==> src/rtl/xup_deser_pkg.sv <==
// Shared definitions for the XUP_LIB serial-to-parallel receiver.
//   state_t : receiver FSM encoding (COLLECT = 1'b0, STALL = 1'b1)
//   clog2   : ceiling log2, used to size the bit counter
package xup_deser_pkg;

  typedef enum logic {
    COLLECT = 1'b0,
    STALL   = 1'b1
  } state_t;

  function automatic int clog2(input int value);
    int r;
    r = 0;
    for (int i = 0; i < 31; i++) begin
      if ((1 << i) < value) r = i + 1;
    end
    return r;
  endfunction

endpackage

==> src/rtl/xup_shiftreg_sipo.sv <==
// WIDTH-bit serial-in / parallel-out shift register with enable.
//   clk      : rising-edge clock
//   reset_n  : synchronous active-low clear
//   en       : shift din in on this edge
//   din      : serial input bit
//   q        : registered contents
//   shifted  : contents as they would be after shifting din in (combinational);
//              lets the owner capture a completed word on the same edge as its last bit
// MSB_FIRST=0 shifts right (new bit enters at WIDTH-1), MSB_FIRST=1 shifts left
// (new bit enters at 0).
module xup_shiftreg_sipo
  import xup_deser_pkg::*;
#(
  parameter int WIDTH     = 4,
  parameter bit MSB_FIRST = 1'b0
) (
  input  logic             clk,
  input  logic             reset_n,
  input  logic             en,
  input  logic             din,
  output logic [WIDTH-1:0] q,
  output logic [WIDTH-1:0] shifted
);

  generate
    if (MSB_FIRST) begin : g_left
      assign shifted = {q[WIDTH-2:0], din};
    end else begin : g_right
      assign shifted = {din, q[WIDTH-1:1]};
    end
  endgenerate

  always_ff @(posedge clk) begin
    if (!reset_n) begin
      q <= '0;
    end else if (en) begin
      q <= shifted;
    end
  end

endmodule

==> src/rtl/xup_deser4.sv <==
// Serial-to-parallel receiver: collects WIDTH bits over a valid/ready serial
// input and presents each completed word on a registered valid/ready output.
//   clk        : rising-edge clock
//   reset_n    : synchronous active-low reset
//   sin        : serial data bit
//   sin_valid  : sin is valid
//   sin_ready  : bit accepted this cycle (registered, no path from dout_ready)
//   dout       : assembled word
//   dout_valid : dout holds an unconsumed word
//   dout_ready : consumer takes dout
//   busy       : partial word held, or stalled with a second word waiting
//
// state   | meaning
// --------+--------------------------------------------------------------
// COLLECT | accepting bits; completed words go straight to dout if free
// STALL   | dout full and a completed word waits in the shift register
module xup_deser4
  import xup_deser_pkg::*;
#(
  parameter int DELAY     = 3,
  parameter int WIDTH     = 4,
  parameter bit MSB_FIRST = 1'b0
) (
  input  logic             clk,
  input  logic             reset_n,
  input  logic             sin,
  input  logic             sin_valid,
  output logic             sin_ready,
  output logic [WIDTH-1:0] dout,
  output logic             dout_valid,
  input  logic             dout_ready,
  output logic             busy
);

  // DELAY only matters to back-annotated simulation flows; RTL has no use for it.
  localparam int DELAY_NS_unused = DELAY;

  localparam int                CNT_W    = clog2(WIDTH);
  localparam logic [CNT_W-1:0] CNT_LAST = CNT_W'(WIDTH - 1);

  state_t           state, state_nx;
  logic [CNT_W-1:0] cnt;
  logic [WIDTH-1:0] sr_q, sr_shifted, dout_nx;
  logic             dout_valid_nx;
  logic             accept, last_bit;

  assign accept   = sin_valid && sin_ready;
  assign last_bit = accept && (cnt == CNT_LAST);
  assign busy     = (cnt != '0) || (state == STALL);

  xup_shiftreg_sipo #(
    .WIDTH     (WIDTH),
    .MSB_FIRST (MSB_FIRST)
  ) u_sr (
    .clk     (clk),
    .reset_n (reset_n),
    .en      (accept),
    .din     (sin),
    .q       (sr_q),
    .shifted (sr_shifted)
  );

  always_comb begin
    state_nx      = state;
    dout_nx       = dout;
    dout_valid_nx = dout_valid;
    case (state)
      COLLECT: begin
        if (dout_valid && dout_ready) dout_valid_nx = 1'b0;
        if (last_bit) begin
          // Slot counts as free when the current word leaves on this same edge.
          if (!dout_valid || dout_ready) begin
            dout_nx       = sr_shifted;
            dout_valid_nx = 1'b1;
          end else begin
            state_nx = STALL;
          end
        end
      end
      STALL: begin
        // Old word leaves and the held word replaces it: dout_valid stays high.
        if (dout_ready) begin
          dout_nx  = sr_q;
          state_nx = COLLECT;
        end
      end
      default: state_nx = COLLECT;
    endcase
  end

  always_ff @(posedge clk) begin
    if (!reset_n) begin
      state      <= COLLECT;
      cnt        <= '0;
      dout       <= '0;
      dout_valid <= 1'b0;
      sin_ready  <= 1'b0;
    end else begin
      state      <= state_nx;
      dout       <= dout_nx;
      dout_valid <= dout_valid_nx;
      sin_ready  <= (state_nx == COLLECT);
      if (accept) cnt <= last_bit ? '0 : cnt + CNT_W'(1);
    end
  end

endmodule

==> config.mk <==
export PLATFORM = sky130hd
export DESIGN_NAME = xup_deser4
export DESIGN_NICKNAME = d
export VERILOG_FILES = /design/src/rtl/xup_deser_pkg.sv /design/src/rtl/xup_shiftreg_sipo.sv /design/src/rtl/xup_deser4.sv
export SDC_FILE = /design/constraint.sdc
export NUM_CORES = 1
export LEC_CHECK = 0
export CORE_MARGIN = 4
export CORE_UTILIZATION = 48
export DETAILED_ROUTE_END_ITERATION = 6
export GPL_TIMING_DRIVEN = 0
export PLACE_DENSITY = 0.75
export SYNTH_ARGS = -nofsm -noshare
export SYNTH_HDL_FRONTEND = slang
export SYNTH_SLANG_ARGS = --single-unit
==> constraint.sdc <==
create_clock -name clk -period 1.5 [get_ports clk]
set_input_delay 0.15 -clock clk [delete_from_list [all_inputs] [get_ports clk]]
set_output_delay 0.15 -clock clk [all_outputs]
set_load 0.02 [all_outputs]
==> impl_metrics.ini <==
[setup_path]
cp_top_family = buffers and inverters
path_max_fanout = 4
critPathBufInv = 1
required_ns = 1.35
critical_path_arrival_ns = 1.28
critPathSlowestCell = clkdlybuf4s50_1
cp_cell_sequence = clkdlybuf4s50_1
worst_setup_path_end_kind = primary output
cpPeakStageDelay_ns = 0.62
path_class = reg -> out
start_kind = flip-flop

[floorplanning]
boundaryPins = 12
die_area_um2 = 1940
fp.dieH_um = 44.1
core_um2 = 1170
core.rowCount = 12
start_util_pct = 53.4
die-width_um = 44.1

[clocking]
htree_levels = 1
clk_pin_slew_ns = 0.08
cts_sinks = 13
clk_latency_ns = 0.27
post-cts-setup-buffer-count = 0
cts-root-buf = clkbuf_4
cts_tree = built
numCtsBuffers = 3
cts_buffer_depth = 2

[layout]
layout_commonest_cell = dfxtp_1
mostFrequentLayoutCells = dfxtp_1 (13), nand3_1 (9), clkdlybuf4s50_1 (9)
fillers = 103
final_core_util_pct = 65.7
layout-area-overhead-vs-synth_pct = 23.0
nets = 86
final_layout_size_suffix_gt1_share_pct = 11.5
antenna_cells = 0

[min_path]
hold_path_class = in -> reg

[global_routing]
antenna_found_initial = 0
grt_max_degree = 11
grt_overflow = 0
grt_pass1_vias = 479
grt_first_pass_wirelength_mm = 2.06
grtUsageTotal_pct = 14.6

[yosys]
synth-seq-cells = 13
yosysSeqAreaShare_pct = 41.6
synth_warnings = 0
syn_avg_cell_area_um2 = 9.78
synth_nets = 71
syn-instance-count = 64
syn_area_um2 = 626
synth_cell_types = 21

[placed_design]
dp.final_hpwl_um = 823
numPortBuffers = 10
place_congestion = 0.725

[drt]
vias_per_cell = 5.30
wirelength_mm = 1.10
wl_per_cell_um = 12.0
dr.pass1.iters = 4
drtIter0Drc = 7
remaining_drc_errors = 0
vias = 488
ant_nets = 0

[flow_run]
maxCapViolCount = 0

[run_status]
status = complete, no violations

[power_and_ir_drop]
intPower_mw = 0.485
p_switching_mw = 0.148
clock_power_share_pct = 33.9
ir_worst_vdd_mv = 0.508
combPwrFrac_pct = 9.8
switching_share_pct = 23.4
p_leak_nw = 0.327
power_density_nw_per_um2 = 823
seqPwrFrac_pct = 56.3

[sta]
max_freq_mhz = 701
hold_viol = 0
finClkSkew_ns = 0.00336
slew_viol_final = 0
min_period_ns = 1.43
fin_setup_tns_ns = 0
rsz0062_at_grt = false
finalCritPeriodShare_pct = 95.1
worst_slew_pin_slew_ns = 0.368
setup_viol = 0
maxSlewHeadroom_pct = 75.5
cell type report:
cell class	count	area, um2	area share (%)
inverters	3	11.3	1.46
plain buffers	4	33.8	4.39
clock buffers	4	26.3	3.41
multi-input cells	44	320	41.6
flip-flops and latches	13	260	33.8
repair buffers	10	100	13.0
well taps	14	17.5	2.28
cell families (layout without fill, tap and decap cells):
| kind of cell | count (synthesis) | count (layout) | share of synthesized area, % |
|---|---|---|---|
| multiplexers | 5 | 5 | 8.00 |
| AND/OR/NAND/NOR | 23 | 23 | 18.8 |
| buffers and inverters | 7 | 21 | 7.20 |
| adder cells (fa/ha/maj) | 2 | 2 | 4.00 |
| AO/OA/AOI/OAI | 14 | 14 | 20.4 |
| flip-flops | 13 | 13 | 41.6 |
path summary, 6_finish.rpt:
kind | startpoint | slack [ns] | cells after the start | end
setup / recovery | dout_valid | 0.07 | 1 | dout_valid
setup reg to reg | cnt[0] | 0.16 | 4 | dout[2]
hold reg to reg | u_sr.q[0] | 0.48 | 2 | u_sr.q[0]
hold / removal | sin_valid | 0.17 | 3 | cnt[1]
metrics by stage:
stage / instances / hold slack [ns] / setup WS [ns] / total power [mW] / area, um2
2_1_floorplan: 64 / 0.299 / 0.259 / 0.403 / 626
3_3_place_gp: 88 / 0.458 / 0.107 / 0.427 / 743
3_5_place_dp: 88 / 0.467 / 0.0993 / 0.429 / 743
4_1_cts: 92 / 0.172 / 0.0621 / 0.636 / 768
5_1_grt: 92 / 0.179 / 0.00287 / 0.676 / 769
6_report: 92 / 0.170 / 0.0739 / 0.633 / 769
cells in the mapped netlist:
cell,count,area [um2]
o21ai_0,1,5.00
o21bai_2,1,11.3
a41oi_1,1,8.76
a31o_4,1,17.5
buf_6,2,22.5
ha_1,2,25.0
nand2_1,6,22.5
clkbuf_1,1,3.75
nor2_1,2,7.51
nand2b_1,1,6.26
a21boi_0,6,45.0
and2_1,1,6.26
o211a_1,4,40.0
nand4b_1,1,8.76
and2_4,1,8.76
mux2i_1,5,50.1
nor2b_1,2,12.5
dfxtp_1,13,260
nand3_1,9,45.0
inv_1,3,11.3
buf_4,1,7.51
power by group through the flow:
stage          Combinational, mW  Sequential (mW)  Clock [mW]
3_3_place_gp              0.0623            0.365           0
2_1_floorplan             0.0367            0.366           0
5_1_grt                   0.0693            0.359       0.248
4_1_cts                   0.0618            0.357       0.217
6_report                  0.0618            0.357       0.215
3_5_place_dp              0.0635            0.365           0
state kept, by name (all words and copies together), names as in the netlist:
name	cells
dout_valid	1
u_sr.q	4
cnt	2
state	1
dout	4
sin_ready	1
worst reg2reg max path: stages (launching register included):
cell     delay (ns)
dfxtp_1        0.34
ha_1           0.27
a31o_4         0.26
and2_4         0.17
o211a_1        0.20
repair_timing:
item,CTS,global route
gates resized for setup,1,1
pin swaps,0,0
hold buffers,0,0
endpoints found under the setup margin,1,1
cloned,0,0
routing by layer:
layer  vias up  routed length (um)  global-route usage (%)
li1        251                   -                       -
met1       221                 522                    18.6
met2        12                 498                    20.9
met3         4                  56                    4.88
met4         0                  24                    9.04
met5         -                   0                       0
(Power assumes the default switching activity.)
